### src/rtl/cpu_pkg.sv
// Shared definitions for the instruction fetch path: state encodings and
// default bus widths.
package cpu_pkg;

    localparam int CPU_ADDR_W = 16;
    localparam int CPU_DATA_W = 16;

    typedef enum logic [2:0] {
        ST_IDLE  = 3'd0,
        ST_REQ   = 3'd1,
        ST_WAIT  = 3'd2,
        ST_HOLD  = 3'd3,
        ST_FAULT = 3'd4
    } fetch_state_t;

endpackage

### src/rtl/fetch_timer.sv
// Memory wait timer. Counts cycles spent waiting for the memory and flags
// the cycle whose increment brings the count up to TIMEOUT, so the owner
// can leave its wait state on exactly the TIMEOUT-th waiting cycle.
module fetch_timer #(
    parameter int TIMEOUT = 15
) (
    input  logic clk,
    input  logic rst,
    input  logic clear,
    input  logic enable,
    output logic expired
);

    localparam logic [7:0] LAST_COUNT = 8'(TIMEOUT - 1);

    logic [7:0] count_reg;

    // Wait-cycle counter; clear has priority over counting.
    always_ff @(posedge clk or negedge rst) begin
        if (!rst) begin
            count_reg <= 8'd0;
        end else if (clear) begin
            count_reg <= 8'd0;
        end else if (enable) begin
            count_reg <= count_reg + 8'd1;
        end
    end

    assign expired = enable && (count_reg == LAST_COUNT);

endmodule

### src/rtl/fetch_unit.sv
// Instruction fetch unit: issues one memory read per fetch request, latches
// the returned instruction, pulses the PC increment once per completed fetch
// and raises a sticky fault when the memory does not answer in time.
module fetch_unit
    import cpu_pkg::*;
#(
    parameter int ADDR_W  = CPU_ADDR_W,
    parameter int DATA_W  = CPU_DATA_W,
    parameter int TIMEOUT = 15
) (
    input  logic              clk,
    input  logic              rst,
    input  logic [ADDR_W-1:0] pc_in,
    input  logic              fetch_req,
    input  logic              flush,
    output logic [ADDR_W-1:0] mem_addr,
    output logic              mem_rd,
    input  logic              mem_ready,
    input  logic [DATA_W-1:0] mem_data,
    output logic              pc_enable,
    output logic [DATA_W-1:0] ir_out,
    output logic              ir_valid,
    input  logic              ir_ready,
    output logic              busy,
    output logic              fault
);

    fetch_state_t      state_reg, state_next;
    logic [ADDR_W-1:0] mem_addr_reg, mem_addr_next;
    logic              mem_rd_reg, mem_rd_next;
    logic              pc_enable_reg, pc_enable_next;
    logic [DATA_W-1:0] ir_out_reg, ir_out_next;
    logic              ir_valid_reg, ir_valid_next;
    logic              fault_reg, fault_next;

    logic timer_clear;
    logic timer_enable;
    logic timer_expired;

    // The timer restarts on every new request and on flush, and only counts
    // WAIT cycles in which the memory has not answered.
    assign timer_clear  = flush || (state_reg == ST_REQ);
    assign timer_enable = !flush && (state_reg == ST_WAIT) && !mem_ready;

    fetch_timer #(
        .TIMEOUT (TIMEOUT)
    ) u_timer (
        .clk     (clk),
        .rst     (rst),
        .clear   (timer_clear),
        .enable  (timer_enable),
        .expired (timer_expired)
    );

    // State and registered outputs.
    always_ff @(posedge clk or negedge rst) begin
        if (!rst) begin
            state_reg     <= ST_IDLE;
            mem_addr_reg  <= '0;
            mem_rd_reg    <= 1'b0;
            pc_enable_reg <= 1'b0;
            ir_out_reg    <= '0;
            ir_valid_reg  <= 1'b0;
            fault_reg     <= 1'b0;
        end else begin
            state_reg     <= state_next;
            mem_addr_reg  <= mem_addr_next;
            mem_rd_reg    <= mem_rd_next;
            pc_enable_reg <= pc_enable_next;
            ir_out_reg    <= ir_out_next;
            ir_valid_reg  <= ir_valid_next;
            fault_reg     <= fault_next;
        end
    end

    // Next-state and next-output decode; flush overrides every state.
    always_comb begin
        state_next     = state_reg;
        mem_addr_next  = mem_addr_reg;
        mem_rd_next    = mem_rd_reg;
        pc_enable_next = 1'b0;
        ir_out_next    = ir_out_reg;
        ir_valid_next  = ir_valid_reg;
        fault_next     = fault_reg;

        if (flush) begin
            state_next    = ST_IDLE;
            mem_rd_next   = 1'b0;
            ir_valid_next = 1'b0;
            fault_next    = 1'b0;
        end else begin
            unique case (state_reg)
                ST_IDLE: begin
                    if (fetch_req) begin
                        mem_addr_next = pc_in;
                        state_next    = ST_REQ;
                    end
                end
                ST_REQ: begin
                    mem_rd_next = 1'b1;
                    state_next  = ST_WAIT;
                end
                ST_WAIT: begin
                    if (mem_ready) begin
                        ir_out_next    = mem_data;
                        mem_rd_next    = 1'b0;
                        pc_enable_next = 1'b1;
                        ir_valid_next  = 1'b1;
                        state_next     = ST_HOLD;
                    end else if (timer_expired) begin
                        mem_rd_next = 1'b0;
                        fault_next  = 1'b1;
                        state_next  = ST_FAULT;
                    end
                end
                ST_HOLD: begin
                    if (ir_ready) begin
                        ir_valid_next = 1'b0;
                        if (fetch_req) begin
                            mem_addr_next = pc_in;
                            state_next    = ST_REQ;
                        end else begin
                            state_next = ST_IDLE;
                        end
                    end
                end
                ST_FAULT: begin
                    mem_rd_next = 1'b0;
                    fault_next  = 1'b1;
                end
                default: begin
                    state_next = ST_IDLE;
                end
            endcase
        end
    end

    assign mem_addr  = mem_addr_reg;
    assign mem_rd    = mem_rd_reg;
    assign pc_enable = pc_enable_reg;
    assign ir_out    = ir_out_reg;
    assign ir_valid  = ir_valid_reg;
    assign fault     = fault_reg;
    assign busy      = (state_reg != ST_IDLE);

endmodule
### config.mk
export PLATFORM = sky130hd
export DESIGN_NAME = fetch_unit
export DESIGN_NICKNAME = d
export VERILOG_FILES = /design/src/rtl/cpu_pkg.sv /design/src/rtl/fetch_timer.sv /design/src/rtl/fetch_unit.sv
export SDC_FILE = /design/constraint.sdc
export NUM_CORES = 1
export LEC_CHECK = 0
export ABC_CLOCK_PERIOD_IN_PS = 2000
export CORE_AREA = 2 2 75 77
export CTS_BUF_LIST = sky130_fd_sc_hd__clkbuf_4 sky130_fd_sc_hd__clkbuf_8
export DETAILED_ROUTE_END_ITERATION = 10
export DIE_AREA = 0 0 77 79
export DONT_BUFFER_PORTS = 1
export GPL_TIMING_DRIVEN = 0
export PLACE_DENSITY = 0.51
export SLEW_MARGIN = 0
export SYNTH_ARGS = -nofsm -noshare
export SYNTH_HDL_FRONTEND = slang
export SYNTH_SLANG_ARGS = --single-unit
### constraint.sdc
create_clock -name clk -period 2 [get_ports clk]
set_input_delay 0.2 -clock clk [delete_from_list [all_inputs] [get_ports clk]]
set_output_delay 0.2 -clock clk [all_outputs]
set_load 0.1 [all_outputs]
==> metrics, run 1 <==
H-tree level count=2; die height=just under 80 µm; crit start category=flip-flop; Ports=75; DRT iter0 DRCs=42; r2r setup slk=0.08 ns; asr flop ratio synth=1.00; commonest cells in the netlist=47 x dfrtp_1, 32 x mux2_2, 11 x nor2_1; total CTS buffers=5; DRC Markers=0; Clock Tree Buf Depth=2; grt total ovfl=0; final worst path period share=0.958; critical path class=flip-flop to flip-flop; dpl hpwl=slightly below 3000 µm; CP Data Arrival Time=2.10 ns; Nets=207; most common cell in the netlist=dfrtp_1; fillcell total=533; Slew Viols, Final=0; setup violators final=0; Crit Path Max Fanout=10; Max-slew headroom=0.382; GRT Total Usage=0.145; synth warn=0; crit end category=flip-flop; WP data required=2.18 ns; Detailed Routing Iterations Pass 1=4; initial antenna violation count=0; Post-synth EDFFs=0; core area=0.00534 mm²; first-pass GRT wire length=6880 µm; final antenna diode count=0; syn_nets=198; RSZ-0062 raised after global routing=yes; clk root buf=clkbuf_8; routability cong.=0.805; Layout area overhead=11.5%; register area share after synthesis=0.576; Cells after DPL=230; max-cap viol count=0; cell row count=27; Die Span X=approximately 77 µm; post-synthesis register bit count=47; I/O Buffers=0; largest net degree at the start of global routing=48; Synth top area share=0.576; Worst Hold Class=primary input to flip-flop; main flop type after synthesis=dfrtp_1; Synth cell types=31; wire per inst=17.0 µm; mapped cell area=0.00204 mm²; Final Skew=0.00252 ns; CTS clk-pin slew, worst paths=roughly 0.08 ns; final std cells w/o fill=240; total die area=0.00608 mm²; number of global-route vias before repair=approximately 1.4k; share of cells above drive strength 1=0.339; postcts setup bufs=0; Total Wirelength=between 4000 and 5000 µm; Period minus WS final=1.92 ns; Worst Tran Pin Value=0.927 ns; most area-hungry cell type in the Yosys netlist=dfrtp_1; status=finished clean; total negative slack=0 ns; Post-Syn Instances=158; ranking of synthesized cells by area=dfrtp_1 58%, mux2_2 18%, xnor2_1 2.1%, nor2_1 2.0%, a21oi_1 1.7%; routed via count=1269; max frequency=522 MHz; via-per-instance ratio=5.29; CTS Sinks=between 40 and 50; Worst-Skew Late Latency=0.29 ns; CTS tree=yes; Syn Area/Cell=12.9 µm²; final hold vios=0; Detail Route Antenna Nets=0; Starting Density=0.383
-- cells by family (layout without fill, tap and decap cells) --
| logic type | count (synthesis) | after routing | share of synthesized area |
|---|---|---|---|
| buffers and inverters | 11 | 21 | 0.0306 |
| AO/OA/AOI/OAI | 19 | 19 | 0.0625 |
| adder cells (fa/ha/maj) | 2 | 2 | 0.0122 |
| flip-flops | 47 | 47 | 0.576 |
| multiplexers | 32 | 32 | 0.176 |
| XOR/XNOR | 5 | 5 | 0.0214 |
| AND/OR/NAND/NOR | 42 | 42 | 0.121 |
-- layout make-up --
type	count	area (µm²)	area share
Buffer	7	47.5	0.0209
Clock buffer	7	96.3	0.0423
Clock inverter	1	7.51	0.00330
Inverter	4	15.0	0.00659
Multi-Input combinational cell	100	807	0.354
Sequential cell	47	1180	0.516
Tap cell	72	90.1	0.0396
Timing Repair Buffer	2	37.5	0.0165
-- through the flow --
stage / utilization / instance area [µm²] / hold slack (ns) / setup WS [ns]
after floorplan: - / 2040 / -0.0956 / 0.394
after global placement: 0.400 / 2130 / -0.0933 / 0.120
after detailed placement: 0.400 / 2130 / -0.0934 / 0.0511
after CTS: 0.427 / 2280 / 0.0336 / 0.0334
after global routing: 0.427 / 2280 / 0.0286 / -0.0574
final: 0.427 / 2280 / 0.0490 / 0.0839
-- final timing paths --
check	from	endpoint	cells after the start
worst max-delay path	state_reg[1]$_DFFE_PN0P_	mem_addr[7]$_DFFE_PN0P_	5
max in group asynchronous	rst	mem_addr[14]$_DFFE_PN0P_	2
min in group asynchronous	rst	fault$_DFFE_PN0P_	2
worst min-delay path	pc_in[13]	mem_addr[13]$_DFFE_PN0P_	1
worst min register to register	u_timer.count_reg[7]$_DFFE_PN0P_	u_timer.count_reg[7]$_DFFE_PN0P_	2
worst max register to register	state_reg[1]$_DFFE_PN0P_	mem_addr[7]$_DFFE_PN0P_	5
-- placed cells by master (no fill, tap or decap), types with 2 or more instances in the layout --
cell | synthesis | routed
clkbuf_8 | 0 | 7
dfrtp_1 | 47 | 47
nand3_1 | 3 | 3
o21ai_0 | 4 | 4
buf_2 | 5 | 5
inv_1 | 4 | 4
ha_1 | 2 | 2
mux2_2 | 32 | 32
buf_6 | 2 | 2
nand4b_1 | 3 | 3
or4b_4 | 2 | 2
nand2_1 | 9 | 8
a21oi_1 | 7 | 7
and3_1 | 2 | 2
nor3_1 | 4 | 4
nor2_1 | 11 | 11
xnor2_1 | 5 | 5
o22ai_1 | 2 | 2
-- repair_timing --
| action | in CTS | in global routing |
|---|---|---|
| setup endpoints to repair | 1 | 13 |
| gates resized for setup | 1 | 0 |
| cloned | 0 | 0 |
| endpoints found under the hold margin | 47 | 0 |
| hold buffers | 2 | 0 |
-- layer usage --
metal	global-route usage	wire length, µm	vias to the layer above	part of all wire
met2	0.235	2000	55	0.49
li1	-	-	571	-
met3	0.0602	375	8	0.092
met1	0.170	1630	635	0.40
met5	0	0	-	0
met4	0.0607	69	0	0.017
-- worst max-delay path, cell delays in order, from the launching register on --
cell and delay [ns]:
dfrtp_1 0.34, buf_2 0.20, nor2_1 0.14, o211ai_2 0.42
buf_2 0.33, mux2_2 0.37
Power of run 1 is left out: the tool's default activity adds up to more than one toggle a clock period on the data nets, which glitch-free logic cannot reach.
==> inputs of run 2 (changes only) <==
--- a/config.mk
+++ b/config.mk
@@ -8,11 +8,12 @@
 export ABC_CLOCK_PERIOD_IN_PS = 2000
 export CORE_AREA = 2 2 75 77
 export CTS_BUF_LIST = sky130_fd_sc_hd__clkbuf_4 sky130_fd_sc_hd__clkbuf_8
+export CTS_CLUSTER_DIAMETER = 150
 export DETAILED_ROUTE_END_ITERATION = 10
 export DIE_AREA = 0 0 77 79
 export DONT_BUFFER_PORTS = 1
 export GPL_TIMING_DRIVEN = 0
-export PLACE_DENSITY = 0.51
+export PLACE_DENSITY = 0.6
 export SLEW_MARGIN = 0
 export SYNTH_ARGS = -nofsm -noshare
 export SYNTH_HDL_FRONTEND = slang
==> run 2 against run 1 <==
Compared with the run above:
- via count down 2.4%
- routed wire length down 6.5%
- worst setup slack worse by 0.055 ns
==> metrics, run 2 (synthesis gave the netlist of run 1 again) <==
status=finished clean; Max-slew headroom=0.369; critical path class=flip-flop to output port; CTS tree=yes; first-pass GRT wire length=6370 µm; core area=between 0.005 and 0.006 mm²; Worst Tran Pin Value=~0.95 ns; CP top delay family=simple AND/OR/NAND/NOR gates; Starting Density=0.383; Final Skew=approximately 0.008 ns; max-cap viol count=0; final std cells w/o fill=240; Critical path buffers and inverters=1; setup violators final=0; total negative slack=0 ns; routability cong.=0.777; Nets=207; Die Span X=just under 80 µm; number of global-route vias before repair=1319; WP data required=1.80 ns; Detail Route Antenna Nets=0; grt total ovfl=0; GRT Total Usage=0.136; Total Wirelength=3810 µm; crit path cell chain=buf_2 > nor2_1 > nand2_1; Slew Viols, Final=0; largest net degree at the start of global routing=48; Detailed Routing Iterations Pass 1=4; via-per-instance ratio=5.16; Layout area overhead=12.2%; routed via count=1239; commonest non-fill, non-tap cell in the layout=dfrtp_1; Ports=75; initial antenna violation count=0; wire per inst=15.9 µm; die height=79 µm; Period minus WS final=1.97 ns; CP max stage cell=nand2_1; Worst-Skew Late Latency=approximately 0.3 ns; finished layout cell area=0.00229 mm²; crit end category=output port; final antenna diode count=0; Worst Hold Class=primary input to flip-flop; RSZ-0062 raised after global routing=yes; Clock Tree Buf Depth=2; total CTS buffers=5; final hold vios=0; commonest cells after routing, fill and taps aside=47 x dfrtp_1, 32 x mux2_2, 11 x nor2_1; Hold Slack=approximately 0.044 ns; total die area=0.00608 mm²; CTS Sinks=47; CTS clk-pin slew, worst paths=0.09 ns; Gates resized, CTS repair=0; crit start category=flip-flop; H-tree level count=2; I/O Buffers=0; Cells after DPL=230; dpl hpwl=2770 µm; DRT iter0 DRCs=73; placement-stage cell area=0.00213 mm²; DRC Markers=0; clk root buf=clkbuf_8; share of cells above drive strength 1=0.333; Crit path largest cell delay=0.63 ns; final worst path period share=0.985; cell row count=27; Crit Path Max Fanout=10; max frequency=between 500 and 600 MHz; CP Data Arrival Time=1.77 ns
[run 2: cell types whose count changed in the layout (fill, tap and decap cells not counted)]
cell and change:
bufinv_16 +1, clkbuf_8 -1, clkinvlp_4 -1, nand2_2 -1, inv_6 +1, nand2_1 +1
[run 2: routing by layer]
metal | share of wire | vias up | GRT usage
li1 | - | 572 | -
met1 | 0.41 | 606 | 0.147
met2 | 0.49 | 56 | 0.233
met3 | 0.087 | 5 | 0.0625
met4 | 0.013 | 0 | 0.0536
met5 | 0 | - | 0
[run 2: area by class of cell]
cell class | instances | area [µm²]
clock buffers | 6 | 82.6
flip-flops and latches | 47 | 1180
well taps | 72 | 90.1
clock inverters | 2 | 38.8
repair buffers | 2 | 37.5
fillers | 507 | 3050
multi-input cells | 100 | 805
plain buffers | 7 | 47.5
inverters | 4 | 15.0
[run 2: final timing paths]
check,depth (start not counted),slack [ns],startpoint,end
max,3,0.03,state_reg[1]$_DFFE_PN0P_,busy
min,1,0.04,mem_data[1],ir_out[1]$_DFFE_PN0P_
max reg2reg,5,0.07,state_reg[1]$_DFFE_PN0P_,mem_addr[14]$_DFFE_PN0P_
min reg2reg,2,0.55,u_timer.count_reg[7]$_DFFE_PN0P_,u_timer.count_reg[7]$_DFFE_PN0P_
max in group asynchronous,2,1.38,rst,mem_addr[6]$_DFFE_PN0P_
min in group asynchronous,2,0.39,rst,state_reg[1]$_DFFE_PN0P_
[run 2: metrics by stage]
stage / setup slack [ns] / utilization
finish: 0.0293 / 0.429
global route: -0.0693 / 0.429
CTS: 0.0140 / 0.429
detailed placement: 0.0408 / 0.400
global placement: 0.110 / 0.400
floorplan: 0.394 / -
[run 2: what timing repair did]
item                       CTS  global route
hold buffers                 2             0
buffers inserted             0             0
hold endpoints to repair    47             0
setup endpoints to repair    0            11
Power of run 2 is left out for the same reason.
==> inputs of run 3 (changes only) <==
--- a/config.mk
+++ b/config.mk
@@ -14,6 +14,7 @@
 export DONT_BUFFER_PORTS = 1
 export GPL_TIMING_DRIVEN = 0
 export PLACE_DENSITY = 0.6
+export SKIP_CTS_REPAIR_TIMING = 1
 export SLEW_MARGIN = 0
 export SYNTH_ARGS = -nofsm -noshare
 export SYNTH_HDL_FRONTEND = slang
==> run 3 against run 2 <==
Compared with the run above:
- clock skew hardly changed
- count of clock-buffer cells in the layout unchanged
- sequential cell count unchanged
- die area unchanged
- first-iteration DRC count increased by 6.8%
- worst setup slack got worse by 0.0047 ns
- register-to-register slack about the same
- final cell count stayed put
- routed wire length rose by 1.7%
==> metrics, run 3 (synthesis gave the netlist of run 1 again) <==
placement-stage cell area=0.00213 mm²; Detailed Routing Iterations Pass 1=4; Ports=75; routed via count=roughly 1.2k; I/O Buffers=0; setup violators final=0; grt total ovfl=0; total die area=0.00608 mm²; Worst Tran Pin Value=between 0.9 and 1 ns; DRC Markers=0; Hold Slack=0.0440 ns; Detail Route Antenna Nets=0; dpl hpwl=2770 µm; CP endpoint=busy; final antenna diode count=0; final hold vios=0; crit start category=flip-flop; largest net degree at the start of global routing=48; Total Wirelength=3880 µm; Layout area overhead=12.2%; cell row count=27; via-per-instance ratio=5.19; CTS Sinks=between 40 and 50; critical path class=flip-flop to output port; Nets=207; commonest cells after routing, fill and taps aside=47 x dfrtp_1, 32 x mux2_2, 11 x nor2_1; die height=around 79 µm; status=finished clean; Period minus WS final=1.98 ns; Worst-Skew Late Latency=0.30 ns; Slew Viols, Final=0; share of cells above drive strength 1=0.333; wire per inst=16.2 µm; Final Skew=0.00791 ns; Clock Tree Buf Depth=2; FF-to-FF End=mem_addr[14]$_DFFE_PN0P_; GRT Total Usage=0.136; commonest non-fill, non-tap cell in the layout=dfrtp_1; finished layout cell area=0.00229 mm²; max frequency=506 MHz; Max-slew headroom=0.370; final worst path period share=0.988; CTS clk-pin slew, worst paths=roughly 0.090 ns; first-pass GRT wire length=6350 µm; Worst Reg-to-Reg Cells=5; number of global-route vias before repair=between 1k and 1.5k; core area=0.00534 mm²; RSZ-0062 raised after global routing=yes; clk root buf=clkbuf_8; r2r setup slk=roughly 0.060 ns; max-cap viol count=0; Starting Density=0.383; RR Startpoint=state_reg[1]$_DFFE_PN0P_; H-tree level count=2; Die Span X=77 µm; routability cong.=0.777; crit end category=output port; fillcell total=505; WP data required=between 1.5 and 2 ns; Crit Path Max Fanout=10; Worst Hold Class=primary input to flip-flop; initial antenna violation count=0; total CTS buffers=5; CP Launch Point=state_reg[1]$_DFFE_PN0P_; CTS tree=yes; DRT iter0 DRCs=78; CP Data Arrival Time=1.78 ns
==> run 3: per-stage QoR <==
step                      instances   util  worst slack [ns]  setup TNS, ns
after floorplan                 158      -             0.394              0
after global placement          230  0.400             0.110              0
after detailed placement        230  0.400            0.0408              0
after CTS                       238  0.422            0.0140              0
after global routing            240  0.429           -0.0693         -0.624
final                           240  0.429            0.0246              0
==> run 3: critical path, cell delays in order (launching register included) <==
cell and delay [ns]:
dfrtp_1 0.39, buf_2 0.18, nor2_1 0.28, nand2_1 0.63
==> run 3: worst min path at each step <==
| stage | startpoint | end | cells after the start |
|---|---|---|---|
| floorplan | rst | fault$_DFFE_PN0P_ | 0 |
| global placement | rst | mem_rd$_DFFE_PN0P_ | 0 |
| detailed placement | rst | state_reg[1]$_DFFE_PN0P_ | 0 |
| CTS | rst | state_reg[1]$_DFFE_PN0P_ | 0 |
| global route | mem_data[14] | ir_out[14]$_DFFE_PN0P_ | 1 |
| finish | mem_data[1] | ir_out[1]$_DFFE_PN0P_ | 1 |
==> run 3: cell type report <==
type / count / area, µm² / area share
multi-input combinational: 100 / 805 / 0.351
tap: 72 / 90.1 / 0.0393
timing repair buffer: 2 / 37.5 / 0.0164
buffer: 7 / 47.5 / 0.0207
clock buffer: 6 / 82.6 / 0.0360
clock inverter: 2 / 38.8 / 0.0169
sequential: 47 / 1180 / 0.513
inverter: 4 / 15.0 / 0.00655
==> run 3: layer usage <==
layer  share of wire  global-route usage  vias to the layer above
met4           0.013              0.0536                        0
li1                -                   -                      574
met3           0.086              0.0625                        5
met1            0.40               0.147                      610
met5               0                   0                        -
met2            0.50               0.232                       56
Power of run 3 is left out for the same reason.
==> RTL change 1: new RTL, flow settings as in run 1 <==
`CPU_DATA_W`: 16 -> 18.
--- a/src/rtl/cpu_pkg.sv
+++ b/src/rtl/cpu_pkg.sv
@@ -5,3 +5,3 @@
     localparam int CPU_ADDR_W = 16;
-    localparam int CPU_DATA_W = 16;
+    localparam int CPU_DATA_W = 18;
 
Interface: changed (resized ir_out and mem_data); port bits go from 75 to 79. No check against the original RTL was run, so the function may have changed too.
==> RTL change 1 against run 1 <==
Synthesized area grew 1.8%; die area did not move; design area rose by 1.2%; wire length shrank 6.5%; hold slack worse by 0.0031 ns; setup slack better by 0.015 ns; sequential cell count grew 2; largest cell class unchanged.
Power is not shown: default switching activity piles up to over one toggle a cycle in this logic, so the estimate is an artifact.
==> RTL change 1: results (changes against run 1) <==
| Metric | Value |
|---|---|
| Reg-to-reg setup timing slack | `0.17 ns (was 0.08 ns)` |
| Met2 Use GR | `0.218 (was 0.235)` |
| Hpwl dp | `2790 µm (was 2950 µm)` |
| Routed met1 length | `1560 µm (was 1630 µm)` |
| GRT Total Usage | `0.126 (was 0.145)` |
| Detailed Route Iter0 Violations | `23 (was 42)` |
| Met3 wire length | `271 µm (was 375 µm)` |
| Gates resized, CTS repair | `0 (was 1)` |
| CP Class | `flip-flop to output port (was flip-flop to flip-flop)` |
| DR WL met2 | `1950 µm (was 2000 µm)` |
| M1 GR Usage | `0.139 (was 0.170)` |
| Pin count of the biggest net entering global routing | `50 (was 48)` |
| Syn_nets | `206 (was 198)` |
| Crit path max-delay family | `simple AND/OR/NAND/NOR gates (was buffers and inverters)` |
| Global-route wire length before repair | `6020 µm (was 6880 µm)` |
| # placed instances | `236 (was 230)` |
| Register area share after synthesis | `0.589 (was 0.576)` |
| Status | `finished, final reports clean (unchanged)` |
| Synth Instances | `164 (was 158)` |
| R2R depth | `6 (was 5)` |
| Worst slew margin | `0.383 (was 0.382)` |
| Area contributors post-synth | `dfrtp_1 59%, mux2_2 18%, nor2_1 2.0%, nand3_1 1.9%, o21ai_0 1.7% (was dfrtp_1 58%, mux2_2 18%, xnor2_1 2.1%, nor2_1 2.0%, a21oi_1 1.7%)` |
| Routed WL per cell | `15.5 µm (was 17.0 µm)` |
| Final instance count without filler cells | `246 (was 240)` |
| CP startpoint | `state_reg[0]$_DFFE_PN0P_ (was state_reg[1]$_DFFE_PN0P_)` |
| DP Area | `2170 µm² (was 2130 µm²)` |
| Layout cells sized above 1 | `0.299 (was 0.339)` |
| Count of cell types in the netlist | `29 (was 31)` |
| Commonest cells in the synthesized netlist | `49 x dfrtp_1, 34 x mux2_2, 11 x nor2_1, 8 x nand3_1 (was 47 x dfrtp_1, 32 x mux2_2, 11 x nor2_1, 9 x nand2_1, 7 x a21oi_1)` |
| CP max stage cell | `nand2_1 (was o211ai_2)` |
| Arrival @ worst endpoint | `1.70 ns (was 2.10 ns)` |
| Met3 GRT Util | `0.0534 (was 0.0602)` |
| Layout Skew | `0.00491 ns (was 0.00252 ns)` |
RTL change 1: changes by cell type after synthesis, sizes merged, moves of 2 or more:
cell | before | now
nor4b | 0 | 2
and3 | 2 | 0
o22ai | 2 | 0
dfrtp | 47 | 49
mux2 | 32 | 34
nand3 | 3 | 8
o21ai | 4 | 7
nand4b | 3 | 1
a21oi | 7 | 5
nand2 | 9 | 7
nand2b | 0 | 3
nor4 | 1 | 4
RTL change 1: cell families (layout without fill, tap and decap cells):
group                      count (synthesis)  after routing  share of synthesized area
AOI/OAI and AO/OA                         16             16                     0.0439
xor gates and xnor gates                   4              4                     0.0168
adders and majority gates                  2              2                     0.0120
buffers and inverters                     11             21                     0.0283
DFF                                       49             49                      0.589
muxes                                     35             35                      0.189
and+or+nand+nor                           47             47                      0.121
RTL change 1: worst min-delay path by stage:
| stage | slack (ns) | cells past startpoint | end | start |
|---|---|---|---|---|
| after floorplan | -0.1 | 0 | fault$_DFFE_PN0P_ | rst |
| after CTS | 0.03 | 1 | mem_addr[7]$_DFFE_PN0P_ | pc_in[7] |
| after global routing | 0.03 | 1 | ir_out[8]$_DFFE_PN0P_ | mem_data[8] |
| after detailed placement | -0.09 | 0 | ir_out[7]$_DFFE_PN0P_ | rst |
| after global placement | -0.09 | 0 | ir_out[7]$_DFFE_PN0P_ | rst |
| final | 0.05 | 1 | mem_addr[6]$_DFFE_PN0P_ | pc_in[6] |
RTL change 1: area by class of cell:
cell class / count / area [µm²]
inverter: 3 / 11.3
clock inverter: 2 / 13.8
clock buffer: 6 / 76.3
timing repair buffer: 2 / 37.5
multi-input combinational: 104 / 801
sequential: 49 / 1230
tap: 72 / 90.1
fill: 531 / 3030
buffer: 8 / 47.5
==> RTL change 2: new RTL, flow settings as in run 1 <==
Without the edit above. Encoding of `fetch_state_t`: now one-hot (5 bits for 5 states).
--- a/src/rtl/cpu_pkg.sv
+++ b/src/rtl/cpu_pkg.sv
@@ -7,8 +7,8 @@
 
-    typedef enum logic [2:0] {
-        ST_IDLE  = 3'd0,
-        ST_REQ   = 3'd1,
-        ST_WAIT  = 3'd2,
-        ST_HOLD  = 3'd3,
-        ST_FAULT = 3'd4
+    typedef enum logic [4:0] {
+        ST_IDLE  = 5'b00001,
+        ST_REQ   = 5'b00010,
+        ST_WAIT  = 5'b00100,
+        ST_HOLD  = 5'b01000,
+        ST_FAULT = 5'b10000
     } fetch_state_t;
Check against the original RTL: same outputs for any inputs over 10 cycles, from zero or initial values and one cycle with rst low; not proved beyond that.
==> RTL change 2 against run 1 <==
Design area rose by 11%; setup slack improved by 0.13 ns; synthesized area rose by 12%; final cell count rose by 5.4%; sequential cell count rose by 2; wire length rose by 2.4%.
==> RTL change 2: results (changes against run 1) <==
| Metric | Value |
|---|---|
| Hpwl dp | `3100 µm (was 2950 µm)` |
| Routed WL per cell | `16.5 µm (was 17.0 µm)` |
| Commonest cells in the synthesized netlist | `48 x dfrtp_1, 17 x mux2_4, 15 x mux2_2, 11 x nand3_1, 9 x nor2_1 (was 47 x dfrtp_1, 32 x mux2_2, 11 x nor2_1, 9 x nand2_1, 7 x a21oi_1)` |
| 1st-pass router iterations | `4 (unchanged)` |
| Arrival @ worst endpoint | `1.59 ns (was 2.10 ns)` |
| Setup TNS | `0 ns (unchanged)` |
| DR top layer | `met4 (unchanged)` |
| # placed instances | `242 (was 230)` |
| Max incr delay on CP | `0.37 ns (was 0.42 ns)` |
| Post-synth ARST share | `1.00 (unchanged)` |
| P_leak | `1.22 nW` |
| H-tree depth | `2 (unchanged)` |
| Layout cells sized above 1 | `0.326 (was 0.339)` |
| Initial antenna violation count | `0 (unchanged)` |
| Skew-Pair Late Insertion Delay | `0.30 ns` |
| Syn_nets | `210 (was 198)` |
| Pin count of the biggest net entering global routing | `50 (was 48)` |
| Final instance count without filler cells | `253 (was 240)` |
| GRT Total Usage | `0.140 (was 0.145)` |
| Synth Instances | `170 (was 158)` |
| Status | `finished, final reports clean (unchanged)` |
| Clock buffer count from CTS | `5 (unchanged)` |
| Antenna diodes | `0 (unchanged)` |
| Crit-path max FO | `8 (was 10)` |
| Synth Warn # | `0 (unchanged)` |
| Final Hold Viols | `0 (unchanged)` |
| Number of synthesized flops with an enable pin | `0 (unchanged)` |
| Slew @ Worst Pin | `0.961 ns (was 0.927 ns)` |
| Global-route wire length before repair | `6670 µm (was 6880 µm)` |
| Vias in the first global route | `1,367 (was 1,395)` |
| Final GP Congestion | `0.759 (was 0.805)` |
| DR WL met2 | `2150 µm (was 2000 µm)` |
| Peak VDD IR | `a little under 0.0008 V` |
| PortBufs | `0 (unchanged)` |
| Routed met1 length | `1650 µm (was 1630 µm)` |
| Area contributors post-synth | `dfrtp_1 53%, mux2_4 11%, mux2_2 7.4%, xor2_1 2.7%, buf_6 2.5% (was dfrtp_1 58%, mux2_2 18%, xnor2_1 2.1%, nor2_1 2.0%, a21oi_1 1.7%)` |
| Met3 wire length | `323 µm (was 375 µm)` |
| DR vias/cell | `5.32 (was 5.29)` |
| Detailed Route Iter0 Violations | `33 (was 42)` |
| Clock-pin slew on the worst setup and hold paths | `0.09 ns` |
| CTS Root Buffer Type | `clkbuf_8 (unchanged)` |
| Hold Path Class | `primary input to flip-flop (unchanged)` |
| Count of cell types in the netlist | `43 (was 31)` |
| NumNets Final | `220 (was 207)` |
| Net Sw Frac | `0.473` |
| Layout Skew | `0.00507 ns (was 0.00252 ns)` |
| CTS max path bufs | `2 (unchanged)` |
| Post-CTS Repair Setup Buffers | `0 (unchanged)` |
| CP max stage cell | `nor3_1 (was o211ai_2)` |
| Fillers | `502 (was 533)` |
| Crit path max-delay family | `simple AND/OR/NAND/NOR gates (was buffers and inverters)` |
| Register area share after synthesis | `0.538 (was 0.576)` |
[RTL change 2: timing repair]
| item | 4_1_cts | 5_1_grt |
|---|---|---|
| gates resized for setup | 0 | 1 |
| endpoints found under the hold margin | 50 | 0 |
| setup endpoints to repair | 0 | 1 |
| hold buffers | 3 | 0 |
[RTL change 2: metal layers]
| layer | vias to the layer above | global-route usage |
|---|---|---|
| met5 | - | 0 |
| met4 | 0 | 0.0429 |
| met3 | 6 | 0.0568 |
| met2 | 47 | 0.239 |
| met1 | 670 | 0.162 |
| li1 | 624 | - |
[RTL change 2: logic make-up (layout without fill, tap and decap cells)]
family | count (synthesis) | after routing | share of synthesized area
compound gates | 17 | 17 | 0.0504
xor+xnor | 7 | 7 | 0.0269
fa+ha+maj | 2 | 2 | 0.0110
buf+inv | 13 | 24 | 0.0389
flops | 49 | 49 | 0.538
mux | 32 | 32 | 0.186
simple gates | 50 | 50 | 0.149
[RTL change 2: area by class of cell]
cell class,instances,area (µm²),area share
Buffer,7,66.3,0.0263
Clock buffer,6,76.3,0.0303
Clock inverter,2,13.8,0.00546
Inverter,6,22.5,0.00893
Multi-Input combinational cell,108,978,0.388
Sequential cell,49,1230,0.487
Tap cell,72,90.1,0.0357
Timing Repair Buffer,3,47.5,0.0188
[RTL change 2: final timing paths]
check | startpoint | to | slack (ns) | depth (start not counted)
max in group asynchronous | rst | state_reg[0]$_DFFE_PN1P_ | 1.29 | 2
setup reg to reg | state_reg[0]$_DFFE_PN1P_ | mem_addr[10]$_DFFE_PN0P_ | 0.23 | 6
hold / removal | pc_in[7] | mem_addr[7]$_DFFE_PN0P_ | 0.04 | 1
hold reg to reg | u_timer.count_reg[7]$_DFFE_PN0P_ | u_timer.count_reg[7]$_DFFE_PN0P_ | 0.56 | 2
setup / recovery | state_reg[4]$_DFFE_PN0P_ | busy | 0.21 | 3
min in group asynchronous | rst | u_timer.count_reg[4]$_DFFE_PN0P_ | 0.43 | 2
[RTL change 2: per-stage QoR]
step | area (µm²) | power, W | utilization | worst slack, ns
final | 2520 | 0.00290 | 0.473 | 0.213
after global routing | 2520 | 0.00301 | 0.473 | 0.115
after CTS | 2510 | 0.00292 | 0.471 | 0.0529
after detailed placement | 2380 | 0.00231 | 0.445 | 0.0719
after global placement | 2380 | 0.00230 | 0.445 | 0.0951
after floorplan | 2290 | 0.00225 | - | 0.226
[RTL change 2: power groups by stage]
| stage | clock network (W) | registers [W] | logic (W) |
|---|---|---|---|
| 4_1_cts | 0.000605 | 0.00200 | 0.000314 |
| 2_1_floorplan | 0 | 0.00200 | 0.000258 |
| 3_5_place_dp | 0 | 0.00202 | 0.000288 |
| 5_1_grt | 0.000654 | 0.00202 | 0.000338 |
| 3_3_place_gp | 0 | 0.00202 | 0.000275 |
| 6_report | 0.000580 | 0.00200 | 0.000313 |
